==> src/rtl/chroma_pkg.sv <==
// Shared definitions for the chroma-key compositing slice: ARGB layout,
// default key thresholds and the frame sequencer state encoding.
package chroma_pkg;

  localparam int PIX_W = 32;

  // ARGB field offsets within a 32-bit pixel
  localparam int A_LSB = 24;
  localparam int R_LSB = 16;
  localparam int G_LSB = 8;
  localparam int B_LSB = 0;

  // Default key thresholds
  localparam int G_MIN_DEF  = 200;
  localparam int RB_MAX_DEF = 200;

  typedef struct packed {
    logic [7:0] a;
    logic [7:0] r;
    logic [7:0] g;
    logic [7:0] b;
  } pixel_t;

  typedef enum logic [1:0] {
    IDLE  = 2'd0,
    RUN   = 2'd1,
    DRAIN = 2'd2,
    DONE  = 2'd3
  } state_t;

endpackage

==> src/rtl/chroma_key_fifo2.sv <==
// Two-entry fall-through output buffer. When empty, an incoming entry is
// presented on the same cycle it is pushed; if the consumer takes it then,
// it is never stored. The head entry is held stable until popped.
module chroma_key_fifo2 #(
  parameter int DATA_W = 43
) (
  input  logic              clk,
  input  logic              rst,
  input  logic              push,
  input  logic [DATA_W-1:0] push_data,
  input  logic              pop,
  output logic              out_valid,
  output logic [DATA_W-1:0] out_data,
  output logic [1:0]        count
);

  logic [DATA_W-1:0] mem [2];
  logic              wr_ptr;
  logic              rd_ptr;
  logic [1:0]        cnt;
  logic              empty;
  logic              take;
  logic              wr;
  logic              rd;

  assign empty     = (cnt == 2'd0);
  assign out_valid = !empty || push;
  assign out_data  = empty ? push_data : mem[rd_ptr];
  assign take      = out_valid && pop;
  // An entry consumed on arrival bypasses storage
  assign wr        = push && !(empty && take);
  assign rd        = take && !empty;
  assign count     = cnt;

  // Pointer and occupancy control
  always_ff @(posedge clk) begin
    if (rst) begin
      wr_ptr <= 1'b0;
      rd_ptr <= 1'b0;
      cnt    <= 2'd0;
    end else begin
      if (wr) wr_ptr <= ~wr_ptr;
      if (rd) rd_ptr <= ~rd_ptr;
      cnt <= cnt + {1'b0, wr} - {1'b0, rd};
    end
  end

  // Entry storage, data only
  always_ff @(posedge clk) begin
    if (wr) mem[wr_ptr] <= push_data;
  end

endmodule

==> src/rtl/chroma_key_sequencer.sv <==
// Frame sequencer for green-screen compositing. On start it reads every
// pixel address from the gs and bk buffers (1-cycle read latency), keys the
// gs pixel, and streams the composited ARGB pixel with valid/ready.
// Optional: define CHROMA_KEY_STATS_EN to add the key_count output.
module chroma_key_sequencer
  import chroma_pkg::*;
#(
  parameter int NUM_PIXELS = 750,
  parameter int ADDR_W     = 10,
  parameter int G_MIN      = G_MIN_DEF,
  parameter int RB_MAX     = RB_MAX_DEF
) (
  input  logic              clk,
  input  logic              rst,
  input  logic              start,
  output logic              busy,
  output logic              done,
  output logic              rd_en,
  output logic [ADDR_W-1:0] rd_addr,
  input  logic [31:0]       gs_rdata,
  input  logic [31:0]       bk_rdata,
  output logic              out_valid,
  input  logic              out_ready,
  output logic [31:0]       out_pixel,
  output logic [ADDR_W-1:0] out_index,
  output logic              out_keyed,
  output logic              out_last
`ifdef CHROMA_KEY_STATS_EN
  ,
  output logic [ADDR_W:0]   key_count
`endif
);

  localparam int               ENT_W     = PIX_W + ADDR_W + 1;
  localparam logic [ADDR_W-1:0] LAST_ADDR = ADDR_W'(NUM_PIXELS - 1);
  localparam logic [7:0]        G_MIN8    = 8'(G_MIN);
  localparam logic [7:0]        RB_MAX8   = 8'(RB_MAX);

  state_t            state;
  logic              vld_p1;
  logic [ADDR_W-1:0] idx_p1;
  pixel_t            gs_px;
  pixel_t            bk_px;
  pixel_t            comp_px;
  logic              key_p1;
  logic [ENT_W-1:0]  push_data;
  logic [ENT_W-1:0]  fifo_head;
  logic              fifo_valid;
  logic [1:0]        fifo_cnt;
  logic              hs;
  logic              pop_fifo;
  logic [1:0]        occ_after;
  pixel_t            o_pix;
  logic [ADDR_W-1:0] o_idx;
  logic              o_key;

  function automatic logic is_keyed(input pixel_t p);
    return (p.g >= G_MIN8) && (p.r < RB_MAX8) && (p.b < RB_MAX8);
  endfunction

  // Keyed pixels take RGB from the background; alpha always stays from gs
  function automatic pixel_t composite(input pixel_t gs, input pixel_t bk, input logic k);
    pixel_t res;
    if (k) begin
      res   = bk;
      res.a = gs.a;
    end else begin
      res = gs;
    end
    return res;
  endfunction

  // Stage p1: read data returned from both buffers
  assign gs_px     = pixel_t'(gs_rdata);
  assign bk_px     = pixel_t'(bk_rdata);
  assign key_p1    = is_keyed(gs_px);
  assign comp_px   = composite(gs_px, bk_px, key_p1);
  assign push_data = {comp_px, idx_p1, key_p1};

  chroma_key_fifo2 #(
    .DATA_W(ENT_W)
  ) u_fifo (
    .clk      (clk),
    .rst      (rst),
    .push     (vld_p1),
    .push_data(push_data),
    .pop      (out_ready),
    .out_valid(fifo_valid),
    .out_data (fifo_head),
    .count    (fifo_cnt)
  );

  // Output stage: fields forced to zero whenever nothing is presented
  assign {o_pix, o_idx, o_key} = fifo_head;
  assign out_valid = fifo_valid;
  assign out_pixel = fifo_valid ? o_pix : 32'd0;
  assign out_index = fifo_valid ? o_idx : '0;
  assign out_keyed = fifo_valid && o_key;
  assign out_last  = fifo_valid && (o_idx == LAST_ADDR);
  assign hs        = out_valid && out_ready;

  // Read admission: stored entries left after this cycle's pop plus the read
  // already in flight must leave room for one more
  assign pop_fifo  = hs && (fifo_cnt != 2'd0);
  assign occ_after = fifo_cnt - {1'b0, pop_fifo};
  assign rd_en     = (state == RUN) && ((occ_after + {1'b0, vld_p1}) < 2'd2);

  // Stage p0 -> p1: track the outstanding read (control)
  always_ff @(posedge clk) begin
    if (rst) vld_p1 <= 1'b0;
    else     vld_p1 <= rd_en;
  end

  // Stage p0 -> p1: index travelling with the read (data)
  always_ff @(posedge clk) begin
    if (rd_en) idx_p1 <= rd_addr;
  end

  // Frame FSM with registered busy/done and address counter
  always_ff @(posedge clk) begin
    if (rst) begin
      state   <= IDLE;
      busy    <= 1'b0;
      done    <= 1'b0;
      rd_addr <= '0;
    end else begin
      done <= 1'b0;
      case (state)
        IDLE: begin
          if (start) begin
            state   <= RUN;
            busy    <= 1'b1;
            rd_addr <= '0;
          end
        end
        RUN: begin
          if (rd_en) begin
            if (rd_addr == LAST_ADDR) state <= DRAIN;
            else                      rd_addr <= rd_addr + 1'b1;
          end
        end
        DRAIN: begin
          // The last-pixel handshake leaves the buffer and read pipe empty
          if (hs && out_last) begin
            state <= DONE;
            busy  <= 1'b0;
            done  <= 1'b1;
          end
        end
        DONE: begin
          state   <= IDLE;
          rd_addr <= '0;
        end
        default: state <= IDLE;
      endcase
    end
  end

`ifdef CHROMA_KEY_STATS_EN
  // Keyed-pixel counter over accepted beats of the current frame
  always_ff @(posedge clk) begin
    if (rst)                            key_count <= '0;
    else if (state == IDLE && start)    key_count <= '0;
    else if (hs && out_keyed)           key_count <= key_count + 1'b1;
  end
`endif

endmodule

==> config.mk <==
export PLATFORM = sky130hd
export DESIGN_NAME = chroma_key_sequencer
export DESIGN_NICKNAME = d
export VERILOG_FILES = /design/src/rtl/chroma_pkg.sv /design/src/rtl/chroma_key_fifo2.sv /design/src/rtl/chroma_key_sequencer.sv
export SDC_FILE = /design/constraint.sdc
export NUM_CORES = 1
export LEC_CHECK = 0
export CAP_MARGIN = 20
export CORE_MARGIN = 10
export CORE_UTILIZATION = 57
export CTS_CLUSTER_SIZE = 40
export DETAILED_ROUTE_END_ITERATION = 8
export DONT_BUFFER_PORTS = 1
export PLACE_DENSITY = 0.82
export SLEW_MARGIN = 30
export SYNTH_ARGS = -nofsm -noshare
export SYNTH_HDL_FRONTEND = slang
export SYNTH_SLANG_ARGS = --single-unit
==> constraint.sdc <==
create_clock -name clk -period 3.5 [get_ports clk]
set_input_delay 0.7 -clock clk [delete_from_list [all_inputs] [get_ports clk]]
set_output_delay 0.7 -clock clk [all_outputs]
set_load 0.03 [all_outputs]
==> flow_metrics.env <==
export IMPL_status="completed"
export IMPL_ir_drop_mv=0.4757
export IMPL_cts_resized=0
export IMPL_cts_setup_buffers=0
export IMPL_areaGrowthSynthToFinish_pct=19.01
export IMPL_drt_iter0_markers=202
export IMPL_p_per_area_mw_per_mm2=910.6
export IMPL_start_util=0.5824
export IMPL_antenna_found_initial=0
export IMPL_hpwlAfterDp_um=8559
export IMPL_yosys_cell_count_top_type="edfxtp_1"
export IMPL_max_freq_mhz=302.6
export IMPL_first_pass_iters=5
export IMPL_grt_use_total=0.1782
export IMPL_layout_worst_path_cycle_share=0.9441
export IMPL_tightest_slew_ns=0.7361
export IMPL_seq_area_frac_synth=0.6129
export IMPL_wirelength_um=12230
export IMPL_finalMaxSlewViolations=0
export IMPL_clk_insertion_delay_late_ns=0.50
export IMPL_cap_viol_max_count=0
export IMPL_synthCells=418
export IMPL_cts_buffers=17
export IMPL_start_kind="flip-flop"
export IMPL_grt_pass1_wl_um=18820
export IMPL_synth_area_leader_cell="edfxtp_1"
export IMPL_clk_pin_slew_worst_paths_ns=0.05
export IMPL_clock_skew_ns=0.01055
export IMPL_die_width_um=116.9
export IMPL_fp_dieH_um=116.9
export IMPL_synthFlopType="edfxtp_1"
export IMPL_async_reset_ff_frac=0
export IMPL_grt_max_degree=44
export IMPL_finalSetupViolations=0
export IMPL_gp_congestion=0.8039
export IMPL_via_count=3591
export IMPL_grt_pass1_vias=3743
export IMPL_grt_overflow_total=0
export IMPL_cts_tree="built"
export IMPL_drc=0
export IMPL_hp_class="input port to flip-flop"
export IMPL_worstSetupPathType="flip-flop to output port"
export IMPL_hold_buffers=0
export IMPL_via_per_inst=6.107
export IMPL_port_buffers=0
export IMPL_syn_cell_area_mm2=0.005356
export IMPL_diodes=0
export IMPL_critPathMaxFanout=16
export IMPL_clockRootBuffer="clkbuf_8"
export IMPL_required_ns=2.80
export IMPL_synth_area_top_cells="edfxtp_1 54%, mux2i_1 8.4%, dfxtp_1 7.5%"
export IMPL_ioPinCount=126
export IMPL_synth_area_per_cell_um2=12.81
export IMPL_row_count=35
export IMPL_fp_dieArea_mm2=0.01368
export IMPL_syn_nets=493
export IMPL_nets=539
export IMPL_ys_ff_latch=116
export IMPL_worstPathArrival_ns=2.60
export IMPL_hold_violations=0
export IMPL_postRouteAntennaNets=0
export IMPL_core_area_mm2=0.009196
export IMPL_p_leak_nw=2.210
export IMPL_layout_cells_non_filler=588
export IMPL_yosys_area_top_type_share=0.5382
export IMPL_synth_edf_count=96
export IMPL_ys_warn_count=0
export IMPL_clock_sinks=116
export IMPL_synth_common_cells="96 x edfxtp_1, 45 x mux2i_1, 35 x nand3_1, 35 x o21ai_0, 28 x mux2_2"
export IMPL_slew_headroom=0.5063
export IMPL_drive_gt1_frac=0.2474
export IMPL_synth_distinct_cells=48
export IMPL_htreeDepth=4
export IMPL_rsz0062_at_grt="no"
export IMPL_placedCellCount=556
export IMPL_cts_buffer_depth=2
export IMPL_tns_ns=0
export IMPL_wl_per_cell_um=20.80
export IMPL_end_kind="output port"
export IMPL_layout_min_cycle_time_ns=3.304
-- worst paths after layout --
path                                 startpoint                to  slack (ns)  cells after the start
worst max-delay path                  flip-flop          out_last        0.20                      6
worst min-delay path                        rst         flip-flop        0.26                      1
worst max register to register  u_fifo.count[1]        rd_addr[3]        0.89                      8
worst min register to register        idx_p1[3]  u_fifo.mem[0][4]        0.48                      0
-- power by group --
group,switching (mW),internal [mW]
clock,0.559,1.14
sequential,0.192,1.72
combinational,1.44,0.747
total,2.20,3.61
-- flip-flops by register name, summed over array words and instances, names as in the netlist, named ones only --
| register | flops |
|---|---|
| busy | 1 |
| state | 2 |
| u_fifo.count | 2 |
| vld_p1 | 1 |
| u_fifo.wr_ptr | 1 |
| rd_addr | 10 |
| u_fifo.rd_ptr | 1 |
| done | 1 |
| u_fifo.mem | 86 |
| idx_p1 | 10 |
-- critical path: stages, from the launching register on --
cell and delay [ns]:
dfxtp_2 0.60, buf_4 0.30, mux2_2 0.19, mux2i_1 0.08
nand4bb_1 0.35, nor4_2 0.34, buf_4 0.22
-- cell usage in the layout, fill, tap and decap left out, types with 2 or more instances in the layout --
master,n
o21ai_0,35
bufinv_16,4
xnor2_1,4
clkbuf_16,16
o211ai_1,2
nor3_1,4
ha_1,7
a21oi_1,15
dfxtp_1,19
clkinv_2,6
mux2i_1,45
nand3_1,35
nor2_1,16
a311oi_1,2
buf_4,50
or2_2,6
clkbuf_1,3
nor4_1,3
nand4_1,4
nor2b_1,4
mux2_2,28
o22ai_1,4
nand4b_1,2
or4_1,4
nand2_1,10
o311ai_0,4
o31ai_1,4
and3_1,2
edfxtp_1,96
or3_1,2
and2_1,2
inv_1,14
-- logic make-up after synthesis --
kind of cell	share of synthesized area
simple gates	0.1023
buf+inv	0.03060
mux	0.1430
xor+xnor	0.008175
compound gates	0.08666
fa+ha+maj	0.01635
flops	0.6129
-- metal layers --
layer  wire length, µm  up-vias  global-route usage  part of all wire
met5                 0        -                   0                 0
met1              4645     1726              0.1891              0.38
met4               115        0             0.06178            0.0094
met3              1029       10             0.07339             0.084
met2              6443      162              0.3127              0.53
li1                  -     1693                   -                 -
-- layout make-up --
class                      instances  area [µm²]
sequential                       116        3284
clock inverter                    12       161.4
timing repair buffer              50       375.4
tap                              111       138.9
clock buffer                      20       425.4
inverter                          14       52.55
multi-input combinational        265        1937
fill                             654        2821
-- per-stage QoR --
| stage | util | instance area, µm² | total power [mW] | setup slack, ns | hold slack, ns |
|---|---|---|---|---|---|
| 3_3_place_gp | 0.6288 | 5783 | 4.046 | 0.4209 | 0.4507 |
| 5_1_grt | 0.6932 | 6375 | 6.098 | 0.04991 | 0.2273 |
| 2_1_floorplan | - | 5356 | 3.457 | 0.03134 | 0.4443 |
| 4_1_cts | 0.6927 | 6370 | 5.837 | 0.1414 | 0.2325 |
| 3_5_place_dp | 0.6288 | 5783 | 4.125 | 0.4620 | 0.4632 |
| 6_report | 0.6932 | 6375 | 5.805 | 0.1957 | 0.2562 |
Note: power is estimated with default switching activity, not from simulation.
